==> src/rtl/uart_pkg.sv <==
// Shared types and constants for the UART receiver.
package uart_pkg;

   typedef enum logic [1:0] {
      IDLE,
      START,
      RECV,
      STOP
   } uart_state_e;

   localparam int unsigned DEF_CLK_HZ   = 50_000_000;
   localparam int unsigned DEF_BIT_RATE = 9600;

   // Truncating divide: the bit period is rounded down to whole clocks.
   function automatic int unsigned cycles_per_bit(input int unsigned clk_hz,
                                                  input int unsigned bit_rate);
      return clk_hz / bit_rate;
   endfunction

endpackage

==> src/rtl/uart_sync_filter.sv <==
// Two-flop synchroniser for the RX pin with an optional 2-of-3 majority sampler.
// Build option: UART_RX_MAJORITY_EN enables the majority voter.
module uart_sync_filter (
   input  logic clk,
   input  logic reset,
   input  logic rxd,
   output logic rxs,
   output logic sample
);

   logic meta;

   always_ff @(posedge clk or posedge reset) begin
      if (reset) begin
         meta <= 1'b1;
         rxs  <= 1'b1;
      end else begin
         meta <= rxd;
         rxs  <= meta;
      end
   end

`ifdef UART_RX_MAJORITY_EN
   // hist[0] is rxs one cycle ago, hist[1] two cycles ago.
   logic [1:0] hist;

   always_ff @(posedge clk or posedge reset) begin
      if (reset) begin
         hist <= 2'b11;
      end else begin
         hist <= {hist[0], rxs};
      end
   end

   assign sample = (rxs & hist[0]) | (rxs & hist[1]) | (hist[0] & hist[1]);
`else
   assign sample = rxs;
`endif

endmodule

==> src/rtl/uart_rx.sv <==
// 8N1 UART receiver: oversampled, LSB-first, one-cycle valid strobe per byte.
// Build option: UART_RX_MAJORITY_EN makes each bit sample a 2-of-3 vote.
module uart_rx
   import uart_pkg::*;
#(
   parameter int unsigned CLK_HZ       = DEF_CLK_HZ,
   parameter int unsigned BIT_RATE     = DEF_BIT_RATE,
   parameter int unsigned PAYLOAD_BITS = 8
) (
   input  logic                    clk,
   input  logic                    reset,
   input  logic                    uart_rxd,
   input  logic                    uart_rx_en,
   output logic                    uart_rx_break,
   output logic                    uart_rx_valid,
   output logic [PAYLOAD_BITS-1:0] uart_rx_data
);

   localparam int unsigned CYCLES_PER_BIT = cycles_per_bit(CLK_HZ, BIT_RATE);
   localparam int unsigned HALF_BIT       = CYCLES_PER_BIT / 2;
   localparam int unsigned CNT_W          = $clog2(CYCLES_PER_BIT + 1);
   localparam int unsigned BIT_W          = $clog2(PAYLOAD_BITS + 1);

   localparam logic [CNT_W-1:0] HALF_LAST = CNT_W'(HALF_BIT - 1);
   localparam logic [CNT_W-1:0] BIT_LAST  = CNT_W'(CYCLES_PER_BIT - 1);
   localparam logic [BIT_W-1:0] DATA_LAST = BIT_W'(PAYLOAD_BITS - 1);

   logic rxs;
   logic sample;

   uart_state_e             state_q, state_d;
   logic [CNT_W-1:0]        cnt_q, cnt_d;
   logic [BIT_W-1:0]        bit_cnt_q, bit_cnt_d;
   logic [PAYLOAD_BITS-1:0] shift_q, shift_d;
   logic [PAYLOAD_BITS-1:0] data_q, data_d;
   logic                    valid_q, valid_d;
   logic                    brk_q, brk_d;

   uart_sync_filter u_sync (
      .clk    (clk),
      .reset  (reset),
      .rxd    (uart_rxd),
      .rxs    (rxs),
      .sample (sample)
   );

   always_ff @(posedge clk or posedge reset) begin
      if (reset) begin
         state_q   <= IDLE;
         cnt_q     <= '0;
         bit_cnt_q <= '0;
         shift_q   <= '0;
         data_q    <= '0;
         valid_q   <= 1'b0;
         brk_q     <= 1'b0;
      end else begin
         state_q   <= state_d;
         cnt_q     <= cnt_d;
         bit_cnt_q <= bit_cnt_d;
         shift_q   <= shift_d;
         data_q    <= data_d;
         valid_q   <= valid_d;
         brk_q     <= brk_d;
      end
   end

   always_comb begin
      state_d   = state_q;
      cnt_d     = cnt_q;
      bit_cnt_d = bit_cnt_q;
      shift_d   = shift_q;
      data_d    = data_q;
      valid_d   = 1'b0;
      brk_d     = 1'b0;

      unique case (state_q)
         IDLE: begin
            if (uart_rx_en && !rxs) begin
               state_d = START;
               cnt_d   = '0;
            end
         end

         START: begin
            if (!uart_rx_en) begin
               state_d = IDLE;
            end else if (cnt_q == HALF_LAST) begin
               if (!sample) begin
                  state_d   = RECV;
                  cnt_d     = '0;
                  bit_cnt_d = '0;
               end else begin
                  state_d = IDLE;
               end
            end else begin
               cnt_d = cnt_q + 1'b1;
            end
         end

         RECV: begin
            if (!uart_rx_en) begin
               state_d = IDLE;
            end else if (cnt_q == BIT_LAST) begin
               cnt_d                 = '0;
               shift_d               = shift_q >> 1;
               shift_d[PAYLOAD_BITS-1] = sample;
               bit_cnt_d             = bit_cnt_q + 1'b1;
               if (bit_cnt_q == DATA_LAST) begin
                  state_d = STOP;
               end
            end else begin
               cnt_d = cnt_q + 1'b1;
            end
         end

         STOP: begin
            if (!uart_rx_en) begin
               state_d = IDLE;
            end else if (cnt_q == BIT_LAST) begin
               state_d = IDLE;
               cnt_d   = '0;
               if (sample) begin
                  valid_d = 1'b1;
                  data_d  = shift_q;
               end else if (shift_q == '0) begin
                  valid_d = 1'b1;
                  brk_d   = 1'b1;
                  data_d  = '0;
               end
               // Low stop bit with non-zero payload is a framing error: drop it.
            end else begin
               cnt_d = cnt_q + 1'b1;
            end
         end

         default: state_d = IDLE;
      endcase
   end

   assign uart_rx_valid = valid_q;
   assign uart_rx_break = brk_q;
   assign uart_rx_data  = data_q;

endmodule

==> config.mk <==
export PLATFORM = sky130hd
export DESIGN_NAME = uart_rx
export DESIGN_NICKNAME = d
export VERILOG_FILES = /design/src/rtl/uart_pkg.sv /design/src/rtl/uart_sync_filter.sv /design/src/rtl/uart_rx.sv
export SDC_FILE = /design/constraint.sdc
export NUM_CORES = 1
export LEC_CHECK = 0
export CORE_UTILIZATION = 45
export CTS_CLUSTER_DIAMETER = 200
export CTS_CLUSTER_SIZE = 28
export DETAILED_ROUTE_END_ITERATION = 7
export PLACE_DENSITY = 0.65
export REMOVE_ABC_BUFFERS = 1
export SKIP_LAST_GASP = 1
export SYNTH_ARGS = -nofsm -noshare
export SYNTH_HDL_FRONTEND = slang
export SYNTH_SLANG_ARGS = --single-unit
==> constraint.sdc <==
create_clock -name clk -period 1.9 [get_ports clk]
set_input_delay 0.19 -clock clk [delete_from_list [all_inputs] [get_ports clk]]
set_output_delay 0.19 -clock clk [all_outputs]
set_load 0.03 [all_outputs]
==> flow_metrics.tcl, run 1 <==
set metrics [dict create \
    outcome "complete, no violations" \
    synth_top_family_by_area "simple AND/OR/NAND/NOR gates" \
    maxCapViolCount 0 \
    hp-class "input port to flop" \
    fin_ws_ns 0.0282 \
    synth_xor_xnor_area_share_pct 0 \
    yosysTopAreaCell "dfrtp_1" \
    drive_gt1_share_pct 25.2 \
    drv_slew 0 \
    grt_overflow 0 \
    worst-path-max-fanout 9 \
    remaining_drc_errors 0 \
    startpoint_type "flop" \
    post-synth-top-area-fraction_pct 46.6 \
    synth-simple-area-share_pct 21.3 \
    async_reset_ff_share_pct 100 \
    layout.nets 235 \
    synth_area_sq_um 1990 \
    skew_ns 0.00725 \
    clk_latency_ns 0.30 \
    end_kind "flop" \
    coreArea_sq_um 4120 \
    synth.area.top_cells "dfrtp_1 47%, mux2_4 5.3%, o21ai_0 4.8%" \
    htree_levels 2 \
    fp-row-count 23 \
    cp.arrival_ns 2.06 \
    place_congestion 0.872 \
    yosys_register_bits 39 \
    wl_per_cell_um 15.8 \
    grt_usage_pct 21.0 \
    diodes 0 \
    ir_worst_vdd_mv 0.431 \
    synth_fa_ha_area_share_pct 1.26 \
    finalSetupViolCount 0 \
    fmax_mhz 534 \
    dpl.cell_count 271 \
    die_w_um 68.5 \
    synth_compound_area_share_pct 15.7 \
    clock_sinks 39 \
    crit_type "flop to flop" \
    synth_edf_count 0 \
    synth_cell_types 44 \
    rsz0062_at_grt "yes" \
    cp.required_ns 2.09 \
    min_period_over_period_pct 98.5 \
    tightest_slew_ns 0.476 \
    yosys-mux-area-fraction_pct 7.43 \
    clock_path_buffers 2 \
    fp.dieH_um 68.5 \
    fin_crit_ns 1.87 \
    power_density_nw_per_um2 618 \
    synthFlopType "dfrtp_1" \
    avgSynthCellArea_sq_um 10.5 \
    cts.reportedPaths.clkPinSlew_ns 0.08 \
    ant_nets 0 \
    hold_violations 0 \
    vias_per_cell 5.71 \
    wl_mm 4.41 \
    synth-seq-area-share_pct 49.2 \
    cts_buffers 5 \
    grt_pass1_vias 1555 \
    power_leakage_uw 0.00117 \
    cts_tree "built" \
    yosys_warnings 0 \
    final_cells 280 \
    postSynthCellCount 190 \
    firstDrtPassIters 4 \
    grt_max_degree 40 \
    dpl.hpwl_mm 3.09 \
    io_buffers 13 \
    grt_pass1_wl_mm 7.13 \
    antenna_found_initial 0 \
    fp.dieArea_sq_um 4690 \
    floorplan.initialDensity_pct 48.3 \
    relSlewSlack_pct 68.3 \
    via_count 1598 \
    pin_count 14 \
    root_buffer "clkbuf_8" \
    area_growth_pct 25.0 \
    drt_iter0_drc 75 \
    place_ws_ns -0.110 \
]
==> per-layer routing <==
layer	routed length, um	global-route usage (%)	part of all wire, %	vias up
met2	2200	35.5	50	47
met5	0	0	0	-
met3	165	5.50	3.7	9
li1	-	-	-	775
met1	1980	26.2	45	767
met4	62	5.73	1.4	0
==> critical path, stage by stage, from the launching register on <==
cell     delay [ns]
dfrtp_1        0.44
nor4b_4        0.32
nand4_4        0.14
or3_4          0.48
and3_1         0.20
a41o_1         0.19
==> cell type report <==
type / instances / area (sq um)
well taps: 50 / 62.6
clock inverters: 2 / 12.5
multi-input cells: 129 / 960
fillers: 337 / 1630
clock buffers: 6 / 72.6
inverters: 14 / 52.6
repair buffers: 40 / 345
flip-flops and latches: 39 / 980
==> power by group <==
| part | internal, uW | switching (uW) |
|---|---|---|
| registers | 844 | 11.9 |
| clock network | 257 | 299 |
| logic | 55.3 | 70.0 |
==> per-stage QoR <==
stage	TNS (ns)	utilization [%]	area (sq um)	total power [uW]	hold WS, ns
6_report	0	60.4	2480	1540	0.297
5_1_grt	-0.183	60.4	2480	1600	0.303
4_1_cts	0	59.4	2440	1550	0.292
3_5_place_dp	-0.667	56.9	2340	990	0.349
3_3_place_gp	-0.169	56.9	2340	987	0.346
2_1_floorplan	-0.0405	-	1940	933	0.194
==> timing repair <==
action	4_1_cts	5_1_grt
buffers inserted	1	0
hold buffers	0	0
pin swaps	1	2
gates cloned	0	0
endpoints found under the setup margin	9	22
gates resized for setup	3	8
==> cells in the mapped netlist (2+ instances only) <==
cell type / number
dfstp_2: 2
nor4_1: 6
inv_1: 14
nor3_1: 5
and3_1: 5
nand2b_1: 3
nor2_1: 11
a21oi_1: 4
nand4_1: 3
mux2_4: 7
dfrtp_1: 37
buf_6: 2
clkbuf_1: 3
buf_2: 2
o21ai_1: 2
o21ai_0: 19
o21a_1: 2
or4_1: 2
nand3_1: 14
mux2i_1: 2
ha_1: 2
mux2_2: 2
nor4bb_1: 2
a22o_1: 5
nand2_1: 15
==> registers in the layout (all words and copies together), names as in the netlist <==
signal         flops
uart_rx_valid      1
u_sync.meta        1
u_sync.rxs         1
bit_cnt_q          4
uart_rx_break      1
state_q            2
shift_q            8
uart_rx_data       8
cnt_q             13
==> cell usage in the layout, fill, tap and decap left out, types with 3 or more instances in the layout <==
master	instances
nor4_1	4
dfrtp_1	36
inv_1	14
and3_1	4
a21oi_1	4
nand2b_1	3
clkbuf_8	5
o21ai_0	19
clkdlybuf4s50_1	13
nor3_1	4
buf_4	26
mux2_4	7
nand4_1	3
nand2_1	15
nor2_1	11
nand3_1	14
a22o_1	5
==> path summary, 6_finish.rpt <==
path	from	endpoint	slack, ns	cells after the start
min reg2reg	u_sync.meta	u_sync.rxs	0.36	0
min	uart_rxd	u_sync.meta	0.30	1
max in group asynchronous	reset	u_sync.rxs	1.24	3
min in group asynchronous	reset	cnt_q[6]	0.31	3
max reg2reg	cnt_q[11]	bit_cnt_q[1]	0.03	5
max	cnt_q[11]	bit_cnt_q[1]	0.03	5
==> kinds of logic after synthesis <==
kind of cell | Yosys count
AOI/OAI and AO/OA | 43
and+or+nand+nor | 73
adders and majority gates | 2
muxes | 11
buffers and inverters | 22
DFF | 39
No activity file was read; power rests on OpenSTA's default activity.
==> run 2: changes to the inputs <==
- DONT_BUFFER_PORTS: not set -> 1
- PLACE_DENSITY: 0.65 -> 0.61
==> run 2 against run 1 <==
Against the previous run:
- routed wire length rose by 3.7%
- combinational power fell by 3%
- utilization fell by 1.6 points
- critical endpoint unchanged
- largest power group unchanged
- highest routed layer unchanged
==> flow_metrics.tcl, run 2 (synthesis results as in run 1) <==
set metrics [dict create \
    cts.reportedPaths.clkPinSlew_ns 0.08 \
    clock_sinks 39 \
    rsz0062_at_grt "yes" \
    remaining_drc_errors 0 \
    floorplan.initialDensity_pct 48.3 \
    drt_iter0_drc 77 \
    relSlewSlack_pct 67.6 \
    final_common_cell "dfrtp_1" \
    hold_violations 0 \
    root_buffer "clkbuf_8" \
    firstDrtPassIters 4 \
    cts_buffers 5 \
    htree_levels 2 \
    power_density_nw_per_um2 689 \
    fp.dieArea_sq_um 4690 \
    grt_pass1_vias 1637 \
    outcome "complete, no violations" \
    die_w_um 68.5 \
    top_register "cnt_q" \
    crit_buf_inv 0 \
    skew_ns 0.00356 \
    layout_common_cells "37 x dfrtp_1, 30 x buf_4, 18 x o21ai_0" \
    clock_path_buffers 2 \
    grt_overflow 0 \
    place_congestion 0.856 \
    end_kind "flop" \
    fp.dieH_um 68.5 \
    ir_worst_vdd_mv 0.396 \
    vias_per_cell 5.87 \
    ant_nets 0 \
    io_buffers 0 \
    clk_latency_ns 0.29 \
    finalSetupViolCount 0 \
    fp-row-count 23 \
    cts_tree "built" \
    grt_max_degree 40 \
    crit_type "flop to flop" \
    pin_count 14 \
    via_count 1613 \
    antenna_found_initial 0 \
    fin_crit_ns 1.84 \
    fin_ws_ns 0.0580 \
    power_leakage_uw 0.00116 \
    wl_mm 4.57 \
    wl_per_cell_um 16.6 \
    hp-class "input port to flop" \
    min_period_over_period_pct 96.9 \
    cp_top_family "simple AND/OR/NAND/NOR gates" \
    hold_ws_ns 0.0406 \
    largest_reg_flops 13 \
    drive_gt1_share_pct 28.0 \
    tightest_slew_ns 0.486 \
    drv_slew 0 \
    area_growth_pct 21.7 \
    critPathSlowestCell "or3_4" \
    final.fill_count 344 \
    place_ws_ns -0.0270 \
    startpoint_type "flop" \
    grt_usage_pct 22.4 \
    maxCapViolCount 0 \
    fmax_mhz 543 \
    dpl.hpwl_mm 3.19 \
    diodes 0 \
    grt_pass1_wl_mm 7.48 \
    layout.nets 230 \
    worst-path-max-fanout 11 \
    cp.arrival_ns 2.02 \
    crit_chain "nor4b_4 -> nand4_4 -> or3_4 -> and3_1 -> a41o_1" \
    coreArea_sq_um 4120 \
    cp.required_ns 2.08 \
    crit_path_max_incr_delay_ns 0.45 \
]
## run 2: worst paths after layout
| path | startpoint | to | slack (ns) | depth (start not counted) |
|---|---|---|---|---|
| worst max-delay path | cnt_q[5] | bit_cnt_q[1] | 0.06 | 5 |
| worst min register to register | u_sync.meta | u_sync.rxs | 0.36 | 0 |
| min in group asynchronous | reset | cnt_q[0] | 0.47 | 3 |
| worst min-delay path | uart_rx_en | cnt_q[2] | 0.04 | 2 |
| worst max register to register | cnt_q[5] | bit_cnt_q[1] | 0.06 | 5 |
| max in group asynchronous | reset | u_sync.rxs | 1.08 | 3 |
## run 2: stage by stage
step | total power, uW | std cells | cell area (sq um) | TNS (ns) | utilization (%)
floorplan | 933 | 182 | 1940 | -0.0405 | -
global placement | 977 | 258 | 2200 | 0 | 53.4
detailed placement | 980 | 258 | 2200 | -0.0270 | 53.4
CTS | 1680 | 268 | 2330 | -0.00238 | 56.7
global route | 1740 | 275 | 2420 | -0.0767 | 58.8
finish | 1670 | 275 | 2420 | 0 | 58.8
## run 2: worst register-to-register path, cell delays in order (launching register included)
cell and delay, ns:
dfrtp_1 0.42, nor4b_4 0.33, nand4_4 0.12, or3_4 0.45
and3_1 0.21, a41o_1 0.20
## run 2: area by class of cell
cell class	instances	area, sq um	share of cell area, %
well taps	50	62.6	2.59
clock buffers	5	68.8	2.84
flip-flops and latches	39	978	40.4
clock inverters	3	43.8	1.81
repair buffers	34	262	10.8
multi-input cells	130	952	39.3
inverters	14	52.6	2.17
## run 2: per-layer routing
metal / routed length (um) / GRT usage [%]
met3: 160 / 5.17
met1: 1920 / 24.6
met4: 139 / 14.8
met5: 0 / 0
met2: 2360 / 38.4
## run 2: report_power, final
part	internal (uW)	switching [uW]	total [uW]
Combinational	52.7	68.4	121
Sequential	843	11.5	855
Clock	391	301	691
Total	1290	380	1670
## run 2: repair_timing
action	CTS	global route
pin swaps	1	3
gates cloned	0	3
endpoints found under the setup margin	3	25
resized for setup	1	10
setup buffers	0	4
hold buffers	2	0
hold endpoints to repair	38	0
